--- config.mk ---
export PLATFORM = sky130hd
export DESIGN_NAME = hilo_mult_unit_flat
export DESIGN_NICKNAME = d
export VERILOG_FILES = /design/src/rtl/hilo_pkg.sv /design/src/rtl/hilo_mult_unit_if.sv /design/src/rtl/hilo_mult_unit_shift_add_core.sv /design/src/rtl/hilo_mult_unit.sv /design/src/flat_wrapper.sv
export SDC_FILE = /design/constraint.sdc
export NUM_CORES = 1
export LEC_CHECK = 0
export ABC_AREA = 1
export ABC_CLOCK_PERIOD_IN_PS = 5500
export CAP_MARGIN = 30
export CORE_MARGIN = 4
export CORE_UTILIZATION = 60
export DETAILED_ROUTE_END_ITERATION = 10
export GPL_TIMING_DRIVEN = 0
export PLACE_DENSITY = 0.95
export SETUP_SLACK_MARGIN = 0.05
export SLEW_MARGIN = 20
export SYNTH_ARGS = -nofsm -noshare
export SYNTH_HDL_FRONTEND = slang
export SYNTH_SLANG_ARGS = --single-unit
--- constraint.sdc ---
create_clock -name clk -period 5.5 [get_ports clk]
set_input_delay 0.55 -clock clk [delete_from_list [all_inputs] [get_ports clk]]
set_output_delay 0.55 -clock clk [all_outputs]
set_load 0.005 [all_outputs]
--- src/rtl/hilo_pkg.sv ---
// Shared types and constants for the HI/LO multiply unit and its EX-stage neighbours.
package hilo_pkg;

  typedef enum logic [1:0] {
    IDLE   = 2'b00,
    RUN    = 2'b01,
    FINISH = 2'b10
  } state_t;

  localparam logic [1:0] REGSEL_NONE = 2'b00;
  localparam logic [1:0] REGSEL_HI   = 2'b01;
  localparam logic [1:0] REGSEL_LO   = 2'b10;

  localparam logic [3:0] ALU_MULT  = 4'b0110;
  localparam logic [3:0] ALU_MULTU = 4'b0111;

  // 2'b11 is deliberately not a read, so only the two legal selects count.
  function automatic logic is_read(input logic [1:0] sel);
    return (sel == REGSEL_HI) || (sel == REGSEL_LO);
  endfunction

endpackage

--- src/rtl/hilo_mult_unit_if.sv ---
// EX-stage bundle between the control path and the HI/LO multiply unit.
interface hilo_mult_unit_if #(
  parameter int WIDTH = 32
);

  logic             enhilo_EX;
  logic             signed_EX;
  logic [WIDTH-1:0] a_EX;
  logic [WIDTH-1:0] b_EX;
  logic [1:0]       regsel_EX;
  logic [WIDTH-1:0] hilo_out;
  logic [WIDTH-1:0] hi;
  logic [WIDTH-1:0] lo;
  logic             busy;
  logic             stall;
  logic             done;

  modport master (
    output enhilo_EX, signed_EX, a_EX, b_EX, regsel_EX,
    input  hilo_out, hi, lo, busy, stall, done
  );

  modport slave (
    input  enhilo_EX, signed_EX, a_EX, b_EX, regsel_EX,
    output hilo_out, hi, lo, busy, stall, done
  );

endinterface

--- src/rtl/hilo_mult_unit_shift_add_core.sv ---
// Radix-2 shift-add datapath on unsigned magnitudes: accumulator, multiplier shift register, counter.
module shift_add_core #(
  parameter int WIDTH = 32
) (
  input  logic               clk,
  input  logic               rst,
  input  logic               init,
  input  logic               step,
  input  logic [WIDTH-1:0]   mcand_in,
  input  logic [WIDTH-1:0]   mplier_in,
  output logic [2*WIDTH-1:0] product,
  output logic               last
);

  localparam int CNT_W = (WIDTH > 1) ? $clog2(WIDTH) : 1;
  localparam logic [CNT_W-1:0] LAST_ITER = CNT_W'(WIDTH - 1);

  logic [WIDTH-1:0] acc;
  logic [WIDTH-1:0] mplier;
  logic [WIDTH-1:0] mcand;
  logic [CNT_W-1:0] count;
  logic [WIDTH:0]   partial;

  // Carry out of the add becomes the new accumulator MSB after the shift.
  always_comb begin
    partial = {1'b0, acc};
    if (mplier[0]) begin
      partial = {1'b0, acc} + {1'b0, mcand};
    end
  end

  always_ff @(posedge clk or negedge rst) begin
    if (!rst) begin
      acc    <= '0;
      mplier <= '0;
      mcand  <= '0;
      count  <= '0;
    end else if (init) begin
      acc    <= '0;
      mplier <= mplier_in;
      mcand  <= mcand_in;
      count  <= '0;
    end else if (step) begin
      {acc, mplier} <= {partial, mplier[WIDTH-1:1]};
      count         <= count + CNT_W'(1);
    end
  end

  assign product = {acc, mplier};
  assign last    = (count == LAST_ITER);

endmodule

--- src/rtl/hilo_mult_unit.sv ---
// HI/LO multiply unit for the EX stage: iterative signed/unsigned multiply plus mfhi/mflo read port.
// Define HILO_FAST_MULT_EN to replace the iterative core with a single-cycle multiply.
module hilo_mult_unit
  import hilo_pkg::*;
#(
  parameter int WIDTH = 32
) (
  input  logic           clk,
  input  logic           rst,
  hilo_mult_unit_if.slave bus
);

  logic [WIDTH-1:0] hi_q;
  logic [WIDTH-1:0] lo_q;
  logic             done_q;

  always_comb begin
    case (bus.regsel_EX)
      REGSEL_HI: bus.hilo_out = hi_q;
      REGSEL_LO: bus.hilo_out = lo_q;
      default:   bus.hilo_out = '0;
    endcase
  end

  assign bus.hi   = hi_q;
  assign bus.lo   = lo_q;
  assign bus.done = done_q;

`ifdef HILO_FAST_MULT_EN

  logic [2*WIDTH-1:0] ext_a;
  logic [2*WIDTH-1:0] ext_b;
  logic [2*WIDTH-1:0] fast_product;

  // Sign- or zero-extending to 2*WIDTH makes one truncated multiply serve both mult and multu.
  always_comb begin
    ext_a        = {{WIDTH{bus.signed_EX & bus.a_EX[WIDTH-1]}}, bus.a_EX};
    ext_b        = {{WIDTH{bus.signed_EX & bus.b_EX[WIDTH-1]}}, bus.b_EX};
    fast_product = ext_a * ext_b;
  end

  always_ff @(posedge clk or negedge rst) begin
    if (!rst) begin
      hi_q   <= '0;
      lo_q   <= '0;
      done_q <= 1'b0;
    end else begin
      done_q <= bus.enhilo_EX;
      if (bus.enhilo_EX) begin
        {hi_q, lo_q} <= fast_product;
      end
    end
  end

  assign bus.busy  = 1'b0;
  assign bus.stall = 1'b0;

`else

  state_t             state;
  logic               neg_q;
  logic [WIDTH-1:0]   mag_a;
  logic [WIDTH-1:0]   mag_b;
  logic               core_init;
  logic               core_step;
  logic [2*WIDTH-1:0] core_product;
  logic               core_last;

  // The most negative value negates to itself, which is already its correct unsigned magnitude.
  always_comb begin
    mag_a = bus.a_EX;
    mag_b = bus.b_EX;
    if (bus.signed_EX && bus.a_EX[WIDTH-1]) begin
      mag_a = -bus.a_EX;
    end
    if (bus.signed_EX && bus.b_EX[WIDTH-1]) begin
      mag_b = -bus.b_EX;
    end
  end

  assign core_init = (state == IDLE) && bus.enhilo_EX;
  assign core_step = (state == RUN);

  shift_add_core #(
    .WIDTH (WIDTH)
  ) u_core (
    .clk       (clk),
    .rst       (rst),
    .init      (core_init),
    .step      (core_step),
    .mcand_in  (mag_a),
    .mplier_in (mag_b),
    .product   (core_product),
    .last      (core_last)
  );

  always_ff @(posedge clk or negedge rst) begin
    if (!rst) begin
      state  <= IDLE;
      neg_q  <= 1'b0;
      hi_q   <= '0;
      lo_q   <= '0;
      done_q <= 1'b0;
    end else begin
      done_q <= 1'b0;
      case (state)
        IDLE: begin
          if (bus.enhilo_EX) begin
            neg_q <= bus.signed_EX & (bus.a_EX[WIDTH-1] ^ bus.b_EX[WIDTH-1]);
            state <= RUN;
          end
        end
        RUN: begin
          if (core_last) begin
            state  <= FINISH;
            done_q <= 1'b1;
          end
        end
        FINISH: begin
          {hi_q, lo_q} <= neg_q ? -core_product : core_product;
          state        <= IDLE;
        end
        default: state <= IDLE;
      endcase
    end
  end

  assign bus.busy  = (state != IDLE);
  assign bus.stall = bus.busy && (bus.enhilo_EX || is_read(bus.regsel_EX));

`endif

endmodule

--- src/flat_wrapper.sv ---
// flat-port wrapper written by rule: the top's interface ports become plain ports
module hilo_mult_unit_flat import hilo_pkg::*;
#(
  parameter int WIDTH = 32
)
  (clk, rst, bus_enhilo_EX, bus_signed_EX, bus_a_EX, bus_b_EX, bus_regsel_EX, bus_hilo_out, bus_hi, bus_lo, bus_busy, bus_stall, bus_done);
  hilo_mult_unit_if #(.WIDTH(WIDTH)) bus_i ();
  input  logic clk;
  input  logic rst;
  input wire logic [$bits(bus_i.enhilo_EX)-1:0] bus_enhilo_EX;
  input wire logic [$bits(bus_i.signed_EX)-1:0] bus_signed_EX;
  input wire logic [$bits(bus_i.a_EX)-1:0] bus_a_EX;
  input wire logic [$bits(bus_i.b_EX)-1:0] bus_b_EX;
  input wire logic [$bits(bus_i.regsel_EX)-1:0] bus_regsel_EX;
  output wire logic [$bits(bus_i.hilo_out)-1:0] bus_hilo_out;
  output wire logic [$bits(bus_i.hi)-1:0] bus_hi;
  output wire logic [$bits(bus_i.lo)-1:0] bus_lo;
  output wire logic [$bits(bus_i.busy)-1:0] bus_busy;
  output wire logic [$bits(bus_i.stall)-1:0] bus_stall;
  output wire logic [$bits(bus_i.done)-1:0] bus_done;
  assign bus_i.enhilo_EX = bus_enhilo_EX;
  assign bus_i.signed_EX = bus_signed_EX;
  assign bus_i.a_EX = bus_a_EX;
  assign bus_i.b_EX = bus_b_EX;
  assign bus_i.regsel_EX = bus_regsel_EX;
  assign bus_hilo_out = bus_i.hilo_out;
  assign bus_hi = bus_i.hi;
  assign bus_lo = bus_i.lo;
  assign bus_busy = bus_i.busy;
  assign bus_stall = bus_i.stall;
  assign bus_done = bus_i.done;
  hilo_mult_unit #(.WIDTH(WIDTH)) u_core (.clk(clk), .rst(rst), .bus(bus_i));
endmodule
# Word-level counts from Yosys, hierarchy flattened
# Cells that the tools add are included.
# totals
register_bits,169
input_bits,70
output_inout_bits,99
# classes
addsub,5
eq_ne,7
n_mux,16
bitwise_logic,2
reduce_logical,11
# op_table
operator,count
$mux 32,6
$mux 64,1
$neg 32->32,2
$neg 64->64,1
$pmux 32 s2,1
$add 32x32->33,1
$mux 33,1
$mux 5,2
$add 5x1->5 const B,1
$eq 5x5->1 const B,1
$eq 2x1->1 const B,2
$eq 2x2->1 const B,2
$logic_and 1x1->1,4
$mux 2,2
$ne 2x2->1 const B,2
$pmux 2 s2,1
$reduce_and 2->1,2
$reduce_bool 2->1,2
$logic_not 2->1,1
$logic_or 1x1->1,2
$mux 1,2
$and 1x1->1,1
$xor 1x1->1,1

# Longest topological paths before layout
# Gate-level depths: netlist of run 1.
# depth
word_depth,4
mapped_depth,16

# Hierarchy
# From an unflattened synthesis of run 1, not the netlist that was laid out.
# unflattened
cells_unflattened,2245
area_unflattened_um2,13837.0
# modules_own_cells
module,instances,cells_each,area_per_inst_um2,seq_area_each_um2
hilo_mult_unit,1,1231,7120.6,1701.6
shift_add_core,1,1014,6716.4,2527.4

# Worst setup path after synthesis of run 1
# Ideal clock, no wire load.
# synth_timing
kind,reg-to-reg
startpoint,register u_core.u_core.mplier[0]
endpoint,"register u_core.lo_q[28], in the netlist u_core.bus.lo[28]"
setup_ns,0.117
arrival_ns,2.124
required_ns,5.383
setup_slack_ns,3.259
stages_incl_launch_ff,17
path_buffers,3
path_cell_list,dfrtp_1 > buf_2 > inv_2 > buf_2 > buf_1 > ha_1 > nand3_2 > nor2_4 > nand2_2 > nor2_8 > nand2_2 > nand2_4 > o21ai_1 > nand2_1 > nand2_1 > nor2_1 > nor2_1
# synth_between
elab_chain_len,2
# synth_lines
item,line,text
"start, declared",hilo_mult_unit_shift_add_core.sv:19,logic [WIDTH-1:0] mplier;
"start signal, assigned",hilo_mult_unit_shift_add_core.sv:40,mplier <= mplier_in;
"start signal, assigned",hilo_mult_unit_shift_add_core.sv:44,"{acc, mplier} <= {partial, mplier[WIDTH-1:1]};"
$neg 64->64,hilo_mult_unit.sv:120,"{hi_q, lo_q} <= neg_q ? -core_product : core_product;"
$mux 64,hilo_mult_unit.sv:120,
"end signal, assigned",hilo_mult_unit.sv:120,
"end, declared",hilo_mult_unit.sv:14,logic [WIDTH-1:0] lo_q;
# Every way passes these cells.
# A chain may end at the register's enable or synchronous reset.

# Worst setup path after layout of run 1
# layout_timing
startpoint,input bus_regsel_EX[0]
endpoint,output bus_hilo_out[8]
# layout_between
elab_chain_len,2
elab_cells_between_ends,3
classes_between,eq/ne (2); mux (1)
# layout_lines
item,line,text
"start, declared",flat_wrapper.sv:14,input wire logic [$bits(bus_i.regsel_EX)-1:0] bus_regsel_EX;
$eq 2x2->1 / $eq 2x1->1 (equally long branches),hilo_mult_unit.sv:18,case (bus.regsel_EX)
$pmux 32 s2 (*),hilo_mult_unit.sv:18,
"end, declared",flat_wrapper.sv:15,output wire logic [$bits(bus_i.hilo_out)-1:0] bus_hilo_out;
# Mark *: on every way between the ends. The rest lies on a longest branch, timed or not.

==> results of run 1 <==
## flip-flops by register name (all words and copies together) (netlist names)
register,flops
u_core.state,2
u_core.u_core.mplier,32
u_core.u_core.mcand,32
u_core.bus.done,1
u_core.u_core.count,5
u_core.u_core.acc,32
u_core.bus.hi,32
u_core.neg_q,1
u_core.bus.lo,32
## stage by stage
stage	cells	hold WS, ns	setup TNS [ns]	area [µm²]
finish	2718	0.0291	0	16400
global route	2717	0.0777	0	16400
CTS	2717	0.0585	0	16400
detailed placement	2685	0.493	0	15800
global placement	2684	0.479	-443.07	15800
floorplan	2231	0.254	0	13700
## cells by family (layout without fill, tap and decap cells)
logic type,count (synthesis),in the layout
compound gates,314,314
xor+xnor,57,57
fa+ha+maj,40,40
buf+inv,339,540
flops,169,169
other cells,0,1
simple gates,1312,1312
## metal layers
| metal | vias up | GRT usage [%] | part of all wire (%) |
|---|---|---|---|
| li1 | 7523 | - | - |
| met1 | 7298 | 51.7 | 39 |
| met2 | 1028 | 62.9 | 44 |
| met3 | 164 | 9.68 | 12 |
| met4 | 0 | 17.7 | 4.9 |
| met5 | - | 0 | 0 |
## worst max path at each step
stage | depth (start not counted) | start | slack (ns) | end
final | 7 | bus_regsel_EX[0] | 1.99 | bus_hilo_out[8]
after global routing | 7 | bus_regsel_EX[0] | 1.90 | bus_hilo_out[5]
after CTS | 7 | bus_regsel_EX[0] | 2.07 | bus_hilo_out[5]
after detailed placement | 7 | bus_regsel_EX[0] | 2.08 | bus_hilo_out[5]
after global placement | 1 | rst | -2.64 | u_core.u_core.count[3]$_DFFE_PN0P_
after floorplan | 16 | u_core.u_core.mplier[0]$_DFFE_PN0P_ | 3.26 | u_core.bus.lo[28]$_DFFE_PN0N_
## cell usage after synthesis (3+ instances only)
| cell | instances |
|---|---|
| nand2_4 | 3 |
| nor3_1 | 15 |
| inv_2 | 9 |
| nand3_2 | 4 |
| a22oi_1 | 3 |
| nor2_1 | 217 |
| nand2_2 | 7 |
| buf_1 | 5 |
| a21oi_1 | 108 |
| o21ai_4 | 3 |
| dfrtp_1 | 169 |
| a31oi_1 | 5 |
| or2_2 | 5 |
| nand3b_1 | 5 |
| o211ai_1 | 7 |
| buf_4 | 3 |
| xor2_1 | 53 |
| buf_2 | 16 |
| o21ai_0 | 155 |
| o31ai_1 | 6 |
| nand3_1 | 176 |
| o221ai_1 | 4 |
| nand2_1 | 816 |
| nand4_1 | 39 |
| nor2_2 | 14 |
| ha_1 | 39 |
| nor2_4 | 3 |
| inv_1 | 257 |
| o22ai_1 | 4 |
| xnor2_1 | 4 |
| clkbuf_1 | 48 |
| o21ai_1 | 9 |
## cell type report
class	instances	area, µm²	area share, %
clock inverters	15	176	1.08
clock buffers	17	425	2.59
multi-input cells	1723	8180	49.9
repair buffers	169	1710	10.5
inverters	266	998	6.09
flip-flops and latches	169	4230	25.8
diodes	1	2.50	0.0153
plain buffers	73	317	1.93
well taps	285	357	2.18
## power groups by stage
stage / combinational (W) / clock (W) / sequential (W)
after floorplan: 0.00402 / 0 / 0.00233
after global placement: 0.00575 / 0 / 0.00264
after detailed placement: 0.00593 / 0 / 0.00267
after CTS: 0.00600 / 0.00124 / 0.00265
after global routing: 0.00685 / 0.00130 / 0.00275
final: 0.00617 / 0.00125 / 0.00274
## worst max-delay path, stage by stage
cell	delay [ns]
clkdlybuf4s50_1	0.54
inv_1	0.07
ha_1	0.28
clkbuf_1	0.46
clkbuf_1	0.41
a21oi_1	0.17
clkdlybuf4s50_1	0.48
==> impl_results.md, run 1 <==
* Vias in the first global route at 14,800
* DR pass1 iterations at 6
* Pwr per Cell Area at 619 nW/µm²
* Yosys reg bits at 169
* Die footprint at 25,300 µm²
* Post-synth EDFFs at 0
* Final critical-path share of the clock period at 63.9%
* Asr flop ratio synth at 100%
* Net Count, Synth at 2,341
* Buffer count from post-CTS setup fixing at 0
* Lkg Pwr at 8.15 nW
* HPWL Detailed at 41,800 µm
* Vias per cell at 5.89
* Place WS at 2.08 ns
* Crit path kind: input pin to output pin
* Row cnt at 55
* Clock root cell: clkbuf_16
* Final worst slack at 1.99 ns
* DRC at 0
* Largest family of logic cells by synthesized area: simple AND/OR/NAND/NOR gates
* Clk buf depth at 2
* Reg2Reg Depth at 16
* Commonest non-fill, non-tap cell in the layout: nand2_1
* Top_reg_cell synth: dfrtp_1
* Hold/Removal Path Class: input pin to asynchronous set/reset pin
* Netlist cell types at 46
* Reg power frac at 26.9%
* Status: finished, final reports clean
* CTS H-tree depth at 4
* Worst Skew at 0.0129 ns
* Max_slew headroom at 48.5%
* I/O Buffers at 168
* Fmax at 285 MHz
* # hold bufs at CTS at 0
* Post-layout util at 72.6%
* Clock power share at 12.3%
* Sequential-to-total area share from yosys stat at 30.8%
* Chip height at 159 µm
* R2R Path End: u_core.bus.hi[26]$_DFFE_PN0N_
* Final net count at 2,529
* Post-synthesis compound-gate area fraction at 12.5%
* Max_cap viols at 0
* CTS tree: yes
* GP Congestion at 1.01
* WL final at 51,400 µm
* Avg Synthesized Cell Area at 6.15 µm²
* Worst skew pair latency at 0.45 ns
* 1st-iter DRT viols at 2,144
* Worst setup EP type: output pin
* Pin count of the biggest net entering global routing at 102
* Wire per inst at 18.9 µm
* GRT Util Overall at 39.6%
* Most frequent cells in the layout: nand2_1, inv_1, nor2_1
* Startpoint types: input pin
* CP Max Fanout at 10
* Share of cells above drive strength 1 at 4.40%
* Synth Instances at 2,231
* Comb pwr share at 60.8%
* Maximum VDD drop at 359 µV
* Layout area overhead at 19.5%
* Mapped Area at 13,700 µm²
* Clock transition at path regs at 0.07 ns
* Die X at 159 µm
* Vias at 16,000
* Adder and majority gate portion of the synthesized area at 3.70%
* Fin crit period at 3.51 ns
* Int Pwr at 0.00472 W
* Io pins at 169
* First-pass GRT wire length at 80,500 µm
* Num CTS Buffers at 17
* Fill count at 1,934
* Starting Density at 60.8%
* Reg-to-Reg Start: u_core.u_core.mplier[0]$_DFFE_PN0P_
* Hold Vio Cnt, Final at 0
* Post-synthesis xor/xnor area fraction at 3.64%
* Synth area leader: dfrtp_1
* CTS resizes at 0
* Synth area leaders: dfrtp_1, nand2_1, inv_1
* Core ar. at 22,600 µm²
* Top-area cell type share of the netlist area at 30.8%
* Number of synthesis warnings at 0
* Unrepaired setup endpoints after global routing: no
* Power, Total at 0.0102 W
* # setup viols final at 0
* Initial antenna violation count at 0
* Slew at the pin closest to its max-slew limit at 0.772 ns
* NetSw at 0.00543 W
* Sw frac at 53.5%
* Routed Antenna Nets at 0
* Clock Sinks at 169
* Pins Over Slew Limit at 0
* Mux contribution to synthesized area at 0%
* GRT overflow at 0
* CP Data Required Time at 4.95 ns
* Simple-gate area share of the yosys netlist at 39.7%
* R2R Setup Slk at 2.18 ns
* Critical Path AT at 2.96 ns
No activity file was read; power rests on OpenSTA's default activity.
==> inputs of run 2 (changes only) <==
--- a/config.mk
+++ b/config.mk
@@ -6,13 +6,13 @@
 export NUM_CORES = 1
 export LEC_CHECK = 0
 export ABC_AREA = 1
-export ABC_CLOCK_PERIOD_IN_PS = 5500
+export ABC_CLOCK_PERIOD_IN_PS = 3500
 export CAP_MARGIN = 30
 export CORE_MARGIN = 4
-export CORE_UTILIZATION = 60
+export CORE_UTILIZATION = 58
 export DETAILED_ROUTE_END_ITERATION = 10
 export GPL_TIMING_DRIVEN = 0
-export PLACE_DENSITY = 0.95
+export PLACE_DENSITY = 0.94
 export SETUP_SLACK_MARGIN = 0.05
 export SLEW_MARGIN = 20
 export SYNTH_ARGS = -nofsm -noshare
==> constraint.sdc (replaced) <==
create_clock -name clk -period 3.5 [get_ports clk]
set_input_delay 0.35 -clock clk [delete_from_list [all_inputs] [get_ports clk]]
set_output_delay 0.35 -clock clk [all_outputs]
set_load 0.005 [all_outputs]
==> run 2 against run 1 <==
Effect of this change: count of clock-buffer cells in the layout grew 1; clock power grew 53%; sequential share of layout area shrank 0.053 points; register-to-register slack lost 1.9 ns; sequential cell count is the same; global-route usage shrank 0.85 points; worst hold slack gained 0.41 ns; via count is essentially flat; setup slack lost 1.7 ns.
==> impl_results.md, run 2 (synthesized netlist as in run 1, its figures left out) <==
* Clock power share at 12.0% (was 12.3%)
* Io pins at 169 (unchanged)
* Clk buf depth at 2 (unchanged)
* CP Data Required Time at 3.83 ns (was 4.95 ns)
* Starting Density at 58.6% (was 60.8%)
* Antenna Cells at 0 (was 1)
* Register Area at 4230 µm² (unchanged)
* Clock root cell: clkbuf_16 (unchanged)
* Row cnt at 56 (was 55)
* Sw frac at 53.8% (was 53.5%)
* R2R Setup Slk at 0.32 ns (was 2.18 ns)
* Crit path kind: register to register (was input pin to output pin)
* Fin area at 16,400 µm² (about the same)
* CP Max Fanout at 10 (unchanged)
* Pins Over Slew Limit at 0 (unchanged)
* Maximum VDD drop at 718 µV (was 359 µV)
* WL final at 52,300 µm (was 51,400 µm)
* Most frequent cells in the layout: nand2_1, inv_1, nor2_1 (unchanged)
* NetSw at 0.00859 W (was 0.00543 W)
* Area after DPL at 15,800 µm² (about the same)
* Clock transition at path regs at 0.08 ns (was 0.07 ns)
* Max_slew headroom at 42.8% (was 48.5%)
* Pwr per Cell Area at 972 nW/µm² (was 619 nW/µm²)
* Reg-to-Reg Start: u_core.u_core.mplier[0]$_DFFE_PN0P_ (unchanged)
* I/O Buffers at 168 (unchanged)
* Die X at 162 µm (was 159 µm)
* HPWL Detailed at 42,600 µm (was 41,800 µm)
* Share of cells above drive strength 1 at 4.40% (about the same)
* # setup viols final at 0 (unchanged)
* Vias in the first global route at 14,700 (was 14,800)
* Unrepaired setup endpoints after global routing: no (unchanged)
* Hold Vio Cnt, Final at 0 (unchanged)
* GRT overflow at 0 (unchanged)
* Comb pwr share at 61.2% (was 60.8%)
* Fmax at 314 MHz
* Status: finished, final reports clean (unchanged)
* Worst skew pair latency at 0.44 ns (was 0.45 ns)
* Num CTS Buffers at 17 (unchanged)
* Die footprint at 26,200 µm² (was 25,300 µm²)
* DRC at 0 (unchanged)
* Vias per cell at 5.82 (was 5.89)
* R2R Path End: u_core.bus.lo[30]$_DFFE_PN0N_ (was u_core.bus.hi[26]$_DFFE_PN0N_)
* Core ar. at 23,400 µm² (was 22,600 µm²)
* Slew at the pin closest to its max-slew limit at 0.858 ns (was 0.772 ns)
* Chip height at 162 µm (was 159 µm)
* Pin count of the biggest net entering global routing at 100 (was 102)
* Fin crit period at 3.18 ns
* CTS H-tree depth at 4 (unchanged)
* 1st-iter DRT viols at 1,874 (was 2,144)
* Wire per inst at 19.0 µm (was 18.9 µm)
* Final critical-path share of the clock period at 90.9%
* Startpoint types: register (was input pin)
* Worst setup EP type: register (was output pin)
* Layout area overhead at 19.7% (was 19.5%)
* CTS tree: yes (unchanged)
* First-pass GRT wire length at 79,800 µm (was 80,500 µm)
* Critical Path AT at 3.51 ns (was 2.96 ns)
* Max_cap viols at 0 (unchanged)
* Worst Skew at 0.00959 ns (was 0.0129 ns)
* Final net count at 2,530 (was 2,529)
* GRT Util Overall at 38.8% (was 39.6%)
* Reg2Reg Depth at 15 (was 16)
* CTS resizes at 0 (unchanged)
* Clock Sinks at 169 (unchanged)
* Fill count at 2,144 (was 1,934)
* Int Pwr at 0.00737 W (was 0.00472 W)
* Power, Total at 0.0160 W (was 0.0102 W)
* Routed Antenna Nets at 0 (unchanged)
* Buffer count from post-CTS setup fixing at 0 (unchanged)
* Vias at 16,000 (about the same)
* Reg power frac at 26.8% (was 26.9%)
* Hold/Removal Path Class: input pin to asynchronous set/reset pin (unchanged)
* DR pass1 iterations at 9 (was 6)
* Multi-input logic area at 8180 µm² (unchanged)
* Lkg Pwr at 8.15 nW (about the same)
* Post-layout util at 70.2% (was 72.6%)
* Commonest non-fill, non-tap cell in the layout: nand2_1 (unchanged)
* GP Congestion at 1.00 (was 1.01)
* Initial antenna violation count at 0 (unchanged)
run 2: critical path, cell delays in order, from the launching register on:
cell and delay [ns]:
dfrtp_1 0.36, buf_2 0.15, inv_2 0.09, buf_2 0.24
buf_1 0.68, ha_1 0.32, nand3_2 0.16, nor2_4 0.13
nand2_2 0.12, nor2_8 0.15, nand2_4 0.06, nand2_4 0.09
buf_8 0.15, o211ai_1 0.10, nand3_1 0.19, nand2_1 0.08
run 2: area by class of cell:
cell class	instances	area share [%]
plain buffers	73	1.93
well taps	319	2.43
repair buffers	170	10.5
flip-flops and latches	169	25.7
inverters	266	6.08
clock inverters	14	0.891
multi-input cells	1723	49.8
clock buffers	18	2.67
run 2: routing by layer:
metal  routed length (µm)  part of all wire, %  vias up  track usage, %
met5                    0                    0        -               0
li1                     -                    -     7498               -
met4                 2590                  5.0        0            17.3
met1                20500                   39     7255            51.9
met2                23000                   44     1088            61.6
met3                 6090                   12      167            7.56
run 2: timing repair:
action,4_1_cts,5_1_grt
hold endpoints to repair,70,0
hold buffers,1,0
setup endpoints to repair,0,0
run 2: how the worst max path moves through the flow:
stage | start | end
after floorplan | u_core.u_core.mplier[0]$_DFFE_PN0P_ | u_core.bus.lo[28]$_DFFE_PN0N_
after CTS | u_core.u_core.mplier[0]$_DFFE_PN0P_ | u_core.bus.lo[30]$_DFFE_PN0N_
after global placement | rst | u_core.u_core.count[3]$_DFFE_PN0P_
after global routing | u_core.u_core.mplier[0]$_DFFE_PN0P_ | u_core.bus.hi[28]$_DFFE_PN0N_
after detailed placement | u_core.u_core.mplier[0]$_DFFE_PN0P_ | u_core.bus.lo[30]$_DFFE_PN0N_
final | u_core.u_core.mplier[0]$_DFFE_PN0P_ | u_core.bus.lo[30]$_DFFE_PN0N_
run 2: power by group through the flow:
| stage | registers (W) | logic, W | clock network (W) |
|---|---|---|---|
| 2_1_floorplan | 0.00365 | 0.00632 | 0 |
| 3_3_place_gp | 0.00415 | 0.00909 | 0 |
| 3_5_place_dp | 0.00419 | 0.00939 | 0 |
| 4_1_cts | 0.00417 | 0.00950 | 0.00191 |
| 5_1_grt | 0.00431 | 0.0108 | 0.00199 |
| 6_report | 0.00428 | 0.00977 | 0.00191 |
run 2: stage by stage:
stage / TNS [ns] / setup slack [ns] / hold WS (ns) / cells
finish: 0 / 0.318 / 0.435 / 2752
global route: 0 / 0.191 / 0.488 / 2752
CTS: 0 / 0.434 / 0.462 / 2752
detailed placement: 0 / 0.437 / 0.330 / 2719
global placement: -737.78 / -4.39 / 0.475 / 2718
floorplan: 0 / 1.26 / 0.0544 / 2231
==> inputs of run 3 (changes only) <==
--- a/config.mk
+++ b/config.mk
@@ -11,7 +11,7 @@
 export CORE_MARGIN = 4
 export CORE_UTILIZATION = 58
 export DETAILED_ROUTE_END_ITERATION = 10
-export GPL_TIMING_DRIVEN = 0
+export GPL_TIMING_DRIVEN = 1
 export PLACE_DENSITY = 0.94
 export SETUP_SLACK_MARGIN = 0.05
 export SLEW_MARGIN = 20
==> run 3 against run 2 <==
Effect of this change: power is 1.9% lower; critical path type is now input pin to output pin; sequential share of layout area up 0.26 points; largest power group unchanged; count of clock-buffer cells in the layout unchanged; sequential power about the same; cell count shrank 2.0%; clock skew grew 0.0041 ns; die area did not move.
==> impl_results.md, run 3 (synthesized netlist as in run 1, its figures left out) <==
* DR pass1 iterations at 7 (was 9)
* Clock root cell: clkbuf_16 (unchanged)
* Critical Path AT at 2.48 ns (was 3.51 ns)
* Post-layout util at 69.5% (was 70.2%)
* Setup TNS at 0 ns (unchanged)
* Worst skew pair latency at 0.45 ns (was 0.44 ns)
* Wire per inst at 18.1 µm (was 19.0 µm)
* CTS tree: yes (unchanged)
* Pin count of the biggest net entering global routing at 87 (was 100)
* GRT overflow at 0 (unchanged)
* Final critical-path share of the clock period at 80.8% (was 90.9%)
* Row cnt at 56 (unchanged)
* GRT Util Overall at 36.5% (was 38.8%)
* Starting Density at 58.6% (unchanged)
* Slew at the pin closest to its max-slew limit at 1.01 ns (was 0.858 ns)
* Num CTS Buffers at 17 (unchanged)
* # hold bufs at CTS at 1 (unchanged)
* Critical-path cell list: clkdlybuf4s50_1 -> inv_1 -> ha_1 -> buf_4 -> nand2_1 -> a21oi_1 -> clkdlybuf4s50_1 (was buf_2 -> inv_2 -> buf_2 -> buf_1 -> ha_1 -> nand3_2 -> nor2_4 -> nand2_2 -> nor2_8 -> nand2_4 -> nand2_4 -> buf_8 -> o211ai_1 -> nand3_1 -> nand2_1)
* CP Data Required Time at 3.15 ns (was 3.83 ns)
* Fill count at 2,084 (was 2,144)
* Antenna Cells at 0 (unchanged)
* Die X at 162 µm (unchanged)
* Worst Skew at 0.0137 ns (was 0.00959 ns)
* Routed Antenna Nets at 0 (unchanged)
* Core ar. at 23,400 µm² (unchanged)
* Worst setup EP type: output pin (was register)
* HPWL Detailed at 38,200 µm (was 42,600 µm)
* Cell family with most CP delay: buffers and inverters (unchanged)
* Fin area at 16,300 µm² (was 16,400 µm²)
* Crit-path slowest cell: ha_1 (was buf_1)
* Die footprint at 26,200 µm² (unchanged)
* Hold Vio Cnt, Final at 0 (unchanged)
* Startpoint types: input pin (was register)
* Reg power frac at 27.4% (was 26.8%)
* Crit path depth at 7 (was 15)
* Share of cells above drive strength 1 at 4.50% (was 4.40%)
* CP Max Fanout at 17 (was 10)
* I/O Buffers at 168 (unchanged)
* Int Pwr at 0.00731 W (was 0.00737 W)
* CP peak stage delay at 0.53 ns (was 0.68 ns)
* Pwr per Cell Area at 962 nW/µm² (was 972 nW/µm²)
* Max_cap viols at 0 (unchanged)
* Clk buf depth at 2 (unchanged)
* First-pass GRT wire length at 76,200 µm (was 79,800 µm)
* 1st-iter DRT viols at 1,845 (was 1,874)
* Io pins at 169 (unchanged)
* Multi-input logic area at 8180 µm² (about the same)
* Clock transition at path regs at 0.07 ns (was 0.08 ns)
* Comb pwr share at 60.4% (was 61.2%)
* Max_slew headroom at 32.9% (was 42.8%)
* GP Congestion at 0.967 (was 1.00)
* Power, Total at 0.0157 W (was 0.0160 W)
* NetSw at 0.00834 W (was 0.00859 W)
* Layout area overhead at 18.6% (was 19.7%)
* Clock Sinks at 169 (unchanged)
* Pins Over Slew Limit at 0 (unchanged)
* Most frequent cells in the layout: nand2_1, inv_1, nor2_1 (unchanged)
* Most frequent CP cell: clkdlybuf4s50_1
* Chip height at 162 µm (unchanged)
* DRC at 0 (unchanged)
* Sw frac at 53.3% (was 53.8%)
* Reg2Reg Depth at 13 (was 15)
* Fin crit period at 2.83 ns (was 3.18 ns)
* Fmax at 353 MHz (was 314 MHz)
* Vias in the first global route at 14,200 (was 14,700)
* Lkg Pwr at 8.07 nW (was 8.15 nW)
* Initial antenna violation count at 0 (unchanged)
* Vias at 15,400 (was 16,000)
* Vias per cell at 5.73 (was 5.82)
* Commonest non-fill, non-tap cell in the layout: nand2_1 (unchanged)
* Buffer count from post-CTS setup fixing at 0 (unchanged)
* Unrepaired setup endpoints after global routing: no (unchanged)
* CTS H-tree depth at 4 (unchanged)
* Final net count at 2,474 (was 2,530)
* # setup viols final at 0 (unchanged)
* CTS resizes at 0 (unchanged)
* Maximum VDD drop at 676 µV (was 718 µV)
* Crit path kind: input pin to output pin (was register to register)
* Hold/Removal Path Class: input pin to asynchronous set/reset pin (unchanged)
* Register Area at 4230 µm² (about the same)
* Critical path buffers and inverters at 4 (was 5)
* Clock power share at 12.2% (was 12.0%)
* WL final at 48,700 µm (was 52,300 µm)
* Status: finished, final reports clean (unchanged)
* Area after DPL at 15,700 µm² (was 15,800 µm²)
## run 3: cell count changes in the layout (fill, tap and decap cells not counted), moves of 2 or more
cell	before	now
clkinvlp_4	0	2
buf_4	3	16
buf_1	5	0
buf_2	16	0
buf_8	2	0
inv_6	4	2
clkbuf_1	48	0
clkinv_8	2	4
## run 3: path summary, 6_finish.rpt
| check | from | end | slack (ns) |
|---|---|---|---|
| min reg2reg | u_core.u_core.mcand[21]$_DFFE_PN0P_ | u_core.u_core.mcand[21]$_DFFE_PN0P_ | 0.50 |
| max reg2reg | u_core.u_core.acc[0]$_DFFE_PN0P_ | u_core.u_core.acc[23]$_DFFE_PN0P_ | 0.96 |
| min | rst | u_core.bus.hi[24]$_DFFE_PN0N_ | 0.49 |
| max | bus_regsel_EX[0] | bus_hilo_out[23] | 0.67 |
| max in group asynchronous | rst | u_core.bus.lo[10]$_DFFE_PN0N_ | 2.07 |
| min in group clk | bus_a_EX[29] | u_core.u_core.mcand[29]$_DFFE_PN0P_ | 0.50 |
## run 3: cell type report
type	count	area share, %
multi-input combinational	1723	50.3
sequential	169	26.0
timing repair buffer	187	11.4
inverter	266	6.14
clock inverter	14	0.961
tap	319	2.45
clock buffer	18	2.70
## run 3: layer usage
layer	share of wire, %	GRT usage (%)	vias to the layer above
met3	12	9.31	126
met5	0	0	-
met1	42	50.6	6993
met4	3.9	13.5	0
met2	43	55.6	942
li1	-	-	7387
## run 3: power groups by stage
stage | combinational, W | clock (W) | sequential (W)
5_1_grt | 0.0106 | 0.00201 | 0.00434
3_3_place_gp | 0.00887 | 0 | 0.00419
4_1_cts | 0.00924 | 0.00192 | 0.00419
6_report | 0.00945 | 0.00192 | 0.00429
2_1_floorplan | 0.00632 | 0 | 0.00365
3_5_place_dp | 0.00913 | 0 | 0.00422
## run 3: metrics by stage
stage	instances	setup WS, ns	hold slack (ns)
finish	2696	0.671	0.488
floorplan	2231	1.26	0.0544
global route	2696	0.564	0.520
CTS	2696	0.706	0.494
global placement	2662	0.588	0.406
detailed placement	2663	0.714	0.417
## run 3: worst reg2reg max path: stages, from the launching register on
cell and delay, ns:
dfrtp_1 0.52, ha_1 0.30, inv_1 0.07, fa_1 0.38, inv_1 0.15, nand3_1 0.08
nand3_1 0.16, nand2_1 0.10, nand2_1 0.12, nand2_1 0.10, nand4_1 0.11, nand3_1 0.17
nand2_1 0.12, nand2_1 0.05
==> RTL change 1, RTL diff (settings of run 3) <==
`WIDTH` is set to 32 in 4 places; all go to 16.
--- a/src/rtl/hilo_mult_unit_if.sv
+++ b/src/rtl/hilo_mult_unit_if.sv
@@ -1,5 +1,5 @@
 // EX-stage bundle between the control path and the HI/LO multiply unit.
 interface hilo_mult_unit_if #(
-  parameter int WIDTH = 32
+  parameter int WIDTH = 16
 );
 
--- a/src/rtl/hilo_mult_unit_shift_add_core.sv
+++ b/src/rtl/hilo_mult_unit_shift_add_core.sv
@@ -1,5 +1,5 @@
 // Radix-2 shift-add datapath on unsigned magnitudes: accumulator, multiplier shift register, counter.
 module shift_add_core #(
-  parameter int WIDTH = 32
+  parameter int WIDTH = 16
 ) (
   input  logic               clk,
--- a/src/rtl/hilo_mult_unit.sv
+++ b/src/rtl/hilo_mult_unit.sv
@@ -4,5 +4,5 @@
   import hilo_pkg::*;
 #(
-  parameter int WIDTH = 32
+  parameter int WIDTH = 16
 ) (
   input  logic           clk,
--- a/src/flat_wrapper.sv
+++ b/src/flat_wrapper.sv
@@ -2,5 +2,5 @@
 module hilo_mult_unit_flat import hilo_pkg::*;
 #(
-  parameter int WIDTH = 32
+  parameter int WIDTH = 16
 )
   (clk, rst, bus_enhilo_EX, bus_signed_EX, bus_a_EX, bus_b_EX, bus_regsel_EX, bus_hilo_out, bus_hi, bus_lo, bus_busy, bus_stall, bus_done);
Ports: changed (5 resized); port bits go from 169 to 89. The function was not compared with the original's and may differ.
==> RTL change 1 against run 3 <==
  * Synthesized area decreased by 53%
  * Power down 56%
  * Clock skew decreased by 0.0054 ns
  * Final cell count decreased by 55%
  * Routed wire length shrank 64%
  * Synthesized cell count down 55%
  * Sequential cell count fell by 81
  * Count of clock-buffer cells in the layout is 8 lower
  * Clock power is 49% lower
  * Setup slack improved by 0.23 ns
  * Design area decreased by 53%
  * Critical endpoint is now bus_stall
  * Largest cell class unchanged
  * Highest routed layer unchanged
==> RTL change 1: results (changes against run 3) <==
Parameter                              Value

Detailed routing
  Routed metal-1 wirelength    7510 um (-63%)
  Met3 wire length    1550 um (-73%)
  First drt pass iteration count    5 (-2)
  Vias after detailed routing    6822 (-56%)
  WL met2    7830 um (-62%)
  DRT iter0 DRCs    822 (-55%)
  WL/cell    14.2 um (-21%)
  Uppermost layer routed    met4
  Final routed wirelength across all metal layers    17300 um (-64%)

Synth
  Post-synthesis cell count    1003 (-55%)
  Sequential fraction of the synthesis area    0.338 (+0.0299)
  Post-Synthesis Net Count    1064 (-55%)
  Top post-synthesis cells by count    343 x sky130_fd_sc_hd__nand2_1, 114 x sky130_fd_sc_hd__inv_1, 88 x sky130_fd_sc_hd__dfrtp_1, 87 x sky130_fd_sc_hd__nand3_1, 81 x sky130_fd_sc_hd__nor2_1
  Yosys cell types    39 (-15%)
  Synth top area cells    sky130_fd_sc_hd__dfrtp_1 34%, sky130_fd_sc_hd__nand2_1 20%, sky130_fd_sc_hd__nand3_1 6.7%
  Post-synthesis async set-or-reset flop share    1.00 (unchanged)
  Synthesis warning total    0 (unchanged)

Global route
  Global routing usage on met2    0.438 (-0.118)
  First-pass GRT wire length    29300 um (-62%)
  Largest net degree at the start of global routing    68 (-22%)
  Vias in the first global route    6235 (-56%)
  GR Util All Layers    0.275 (-0.0897)
  Met1 track utilization from global routing    0.386 (-0.120)
  Met3 routing resource usage after global routing    0.0419 (-0.0512)

Worst setup path
  Worst reg2reg startpoint    u_core.u_core.mplier[0]
  Slowest library cell on the worst path    sky130_fd_sc_hd__clkdlybuf4s50_1
  Cells on worst reg2reg path    8 (-5)
  Longest individual stage delay on the worst path    0.55 ns (+0.02 ns)
  Endpoint of the most critical register-to-register path    u_core.bus.lo[8]
  R2r setup slk    1.16 ns (+0.20 ns)

Layout
  Share of the core filled with cells    0.706 (+0.0113)
  Antenna diode instance count    0 (unchanged)
  Total of fill cells in the finished design    923 (-56%)
  Share of cells above drive strength 1    0.0456 (+0.000567)

Place
  Post-detail-place hpwl    13400 um (-65%)
  Cell area reported after detailed placement    0.00743 mm2 (-53%)
  Routability cong.    0.937 (-3.1%)
  Port Buffers    88 (-48%)
  Setup slack after placement    0.961 ns (+0.248 ns)

Power
  Clock group share of total power    0.141 (+0.019)
  Share of total power in combinational logic    0.553 (-0.051)
  Switching component of the power    3330 uW (-60%)
  Leak pwr    0.00386 uW (-52%)
  Maximum resistive drop on vdd    0.500 mV (-26%)
  Combinational-cell power consumption    3850 uW (-59%)

Timing
  Worst clock skew on the final layout    0.00827 ns (-0.00543 ns)
  Least-Margin Pin Slew    0.830 ns (-0.176 ns)
  Worst hold margin    0.0980 ns (-0.390 ns)

Clock tree
  Clock-pin slew of the registers on the worst-case setup and hold paths    0.06 ns
  Root buf cell    sky130_fd_sc_hd__clkbuf_16
  Post-CTS sizing    0 (unchanged)
  Clock latency at the later pin of the worst-skew pair    0.35 ns (-0.10 ns)
  Hold bufs inserted after CTS    0 (-1)
  Number of H-tree branching levels    3 (-1)
  Number of buffers created by CTS    9 (-8)
  CTS max path bufs    2 (unchanged)

Job
  Max-cap violations    0 (unchanged)

Status
  Status    finished clean
RTL change 1: changes by cell type after synthesis, moves of 6 or more:
cell / change
sky130_fd_sc_hd__nand2_1: -473
sky130_fd_sc_hd__inv_1: -143
sky130_fd_sc_hd__nor2_1: -136
sky130_fd_sc_hd__o21ai_0: -95
sky130_fd_sc_hd__nand3_1: -89
sky130_fd_sc_hd__dfrtp_1: -81
sky130_fd_sc_hd__a21oi_1: -51
sky130_fd_sc_hd__clkbuf_1: -36
sky130_fd_sc_hd__nand4_1: -32
sky130_fd_sc_hd__xor2_1: -30
sky130_fd_sc_hd__ha_1: -17
sky130_fd_sc_hd__nor2_2: -9
sky130_fd_sc_hd__o21ai_1: +6
RTL change 1: how the worst max path moves through the flow:
stage                         startpoint               endpoint  slack (ns)
CTS                     bus_regsel_EX[0]              bus_stall        0.96
global placement        bus_regsel_EX[0]       bus_hilo_out[10]        1.01
detailed placement      bus_regsel_EX[0]              bus_stall        0.96
global route            bus_regsel_EX[1]        bus_hilo_out[1]        0.83
finish                  bus_regsel_EX[0]              bus_stall        0.90
floorplan           u_core.u_core.acc[0]  u_core.u_core.acc[13]        1.69
RTL change 1: logic make-up after synthesis:
family | Yosys count | share of synthesized area
buffers and inverters | 159 | 0.0966
XOR/XNOR | 24 | 0.0323
flip-flops | 88 | 0.338
AND/OR/NAND/NOR | 554 | 0.361
AO/OA/AOI/OAI | 155 | 0.127
adder cells (fa/ha/maj) | 23 | 0.0453
RTL change 1: area by class of cell:
class	count	area share
clock buffer	10	0.0296
clock inverter	6	0.00891
inverter	124	0.0606
multi-input combinational	756	0.477
sequential	88	0.285
tap	140	0.0227
timing repair buffer	91	0.117
==> RTL change 2, RTL diff (settings of run 3) <==
Made on the original files. Encoding of `state_t`: now one-hot (3 bits for 3 states).
--- a/src/rtl/hilo_pkg.sv
+++ b/src/rtl/hilo_pkg.sv
@@ -2,8 +2,8 @@
 package hilo_pkg;
 
-  typedef enum logic [1:0] {
-    IDLE   = 2'b00,
-    RUN    = 2'b01,
-    FINISH = 2'b10
+  typedef enum logic [2:0] {
+    IDLE   = 3'b001,
+    RUN    = 3'b010,
+    FINISH = 3'b100
   } state_t;
 
Behaviour: same outputs for any inputs over 10 cycles, from zero or initial values and one cycle with rst low; not proved beyond that.
==> RTL change 2 against run 3 <==
  * First-iteration DRC count down 6.9%
  * Count of clock-buffer cells in the layout unchanged
  * Worst hold slack worse by 0.016 ns
  * Design area about the same
  * Synthesized area up 0.33%
  * Combinational power down 30%
  * Setup slack better by 0.12 ns
  * Sequential share of layout area up 0.15 points
  * Critical path depth down 1
  * Highest routed layer unchanged
  * Power down 24%
  * Routed wire length down 0.97%
  * Sequential cell count up 1
  * Final cell count up 0.52%
==> RTL change 2: results (changes against run 3) <==
Parameter                              Value

Detailed routing
  Vias after detailed routing    15400 (-0.61%)
  Final routed wirelength across all metal layers    48200 um (-0.97%)
  DRT iter0 DRCs    1718 (-6.9%)

Layout
  # nets final    2488 (+0.57%)
  Total of fill cells in the finished design    2182 (+4.7%)
  Share of cells above drive strength 1    0.0427 (-0.00235)

Synth
  Top post-synthesis cells by count    810 x sky130_fd_sc_hd__nand2_1, 267 x sky130_fd_sc_hd__inv_1, 233 x sky130_fd_sc_hd__nor2_1, 189 x sky130_fd_sc_hd__nand3_1, 169 x sky130_fd_sc_hd__dfrtp_1
  Share of the synthesized netlist area taken by xor and xnor gates    0.0312 (-0.00521)
  Adder-cell area share of the yosys netlist    0.0369 (-0.000121)
  Portion of netlist area occupied by mux cells    0 (unchanged)
  Synth top area cells    sky130_fd_sc_hd__dfrtp_1 31%, sky130_fd_sc_hd__nand2_1 22%, sky130_fd_sc_hd__inv_1 7.3%
  Post-Synthesis Net Count    2353 (+0.51%)
  Sequential fraction of the synthesis area    0.309 (+0.000900)
  Yosys cell types    49 (+6.5%)
  Area fraction in compound gates after synthesis    0.121 (-0.00414)

Place
  Post-detail-place hpwl    38600 um (+0.90%)
  Port Buffers    168 (unchanged)
  Routability cong.    1.03 (+6.6%)
  Setup slack after placement    0.863 ns (+0.149 ns)

Clock tree
  Number of buffers created by CTS    17 (unchanged)
  Number of H-tree branching levels    4 (unchanged)

Timing
  Worst clock skew on the final layout    0.0148 ns (+0.00111 ns)
  Relative slew margins    0.396 (+0.0673)

Global route
  Met1 track utilization from global routing    0.502 (-0.00441)
  Global routing usage on met2    0.576 (+0.0207)
  Largest net degree at the start of global routing    78 (-10%)
  Vias in the first global route    13900 (-1.8%)
  First-pass GRT wire length    75100 um (-1.5%)
  Met3 routing resource usage after global routing    0.0528 (-0.0403)
  GR Util All Layers    0.362 (-0.00336)

Worst setup path
  Highest fanout seen on the critical path    32 (+15)
  Endpoint of the most critical register-to-register path    u_core.u_core.acc[19]
  Crit path DAT    2.36 ns (-0.12 ns)
  Cells on worst reg2reg path    12 (-1)

Power
  Share of total power in combinational logic    0.558 (-0.046)
  Leak pwr    0.00807 uW (about the same)
  Reported sequential group power    3350 uW (-22%)
  Switching portion of total power    0.536 (+0.00263)
  Maximum resistive drop on vdd    0.532 mV (-21%)

Status
  Status    finished clean

Hold path
  Path class of the lowest-slack min-delay path    reg -> reg
[RTL change 2: changes by cell type in the layout (fill, tap and decap cells not counted), moves of 5 or more]
cell | run 3 | this run
sky130_fd_sc_hd__inv_1 | 256 | 267
sky130_fd_sc_hd__nor2_1 | 217 | 233
sky130_fd_sc_hd__o21ai_0 | 155 | 141
sky130_fd_sc_hd__o21ai_1 | 9 | 18
sky130_fd_sc_hd__nand4_1 | 39 | 25
sky130_fd_sc_hd__xor2_1 | 53 | 44
sky130_fd_sc_hd__nand2_1 | 815 | 810
sky130_fd_sc_hd__nand3_1 | 176 | 188
[RTL change 2: critical path, cell delays in order]
cell                              delay, ns
sky130_fd_sc_hd__clkdlybuf4s50_1       0.50
sky130_fd_sc_hd__inv_1                 0.06
sky130_fd_sc_hd__ha_1                  0.42
sky130_fd_sc_hd__buf_4                 0.29
sky130_fd_sc_hd__a21oi_1               0.19
sky130_fd_sc_hd__clkdlybuf4s50_1       0.54
[RTL change 2: cells by family (layout without fill, tap and decap cells)]
group / Yosys count / count (layout)
and+or+nand+nor: 1325 / 1325
buffers and inverters: 350 / 498
AOI/OAI and AO/OA: 309 / 309
DFF: 170 / 170
xor gates and xnor gates: 49 / 49
adders and majority gates: 40 / 40
[RTL change 2: area by class of cell]
type / instances / area (um2) / area share
Sequential cell: 170 / 4260 / 0.262
Clock inverter: 14 / 148 / 0.00907
Multi-Input combinational cell: 1723 / 8130 / 0.500
Timing Repair Buffer: 187 / 1860 / 0.114
Inverter: 279 / 1050 / 0.0644
Clock buffer: 18 / 429 / 0.0264
Tap cell: 319 / 399 / 0.0245
[RTL change 2: worst max path at each step]
stage / to / cells past startpoint / slack, ns
5_1_grt: bus_hilo_out[19] / 6 / 0.72
3_5_place_dp: bus_hilo_out[19] / 6 / 0.86
2_1_floorplan: u_core.bus.hi[0] / 14 / 1.24
4_1_cts: bus_hilo_out[19] / 6 / 0.86
3_3_place_gp: bus_hilo_out[8] / 6 / 0.89
6_report: bus_hilo_out[19] / 6 / 0.79
[RTL change 2: layer usage]
layer / vias up / share of wire
met1: 7020 / 0.42
met5: - / 0
met4: 0 / 0.041
li1: 7415 / -
met3: 108 / 0.097
met2: 810 / 0.44
[RTL change 2: metrics by stage]
stage,instance area (um2),hold slack (ns),cells,power (uW),util
finish,16300,0.472,2710,11900,0.695
global route,16300,0.500,2710,12800,0.695
CTS,16300,0.477,2709,11700,0.695
detailed placement,15700,0.432,2676,9760,0.670
global placement,15700,0.425,2676,9630,0.670
floorplan,13800,0.0544,2243,7720,-
[RTL change 2: what timing repair did]
item	in CTS	in global routing
endpoints found under the hold margin	47	0
setup buffers	0	0
endpoints found under the setup margin	0	0
hold buffers	1	0
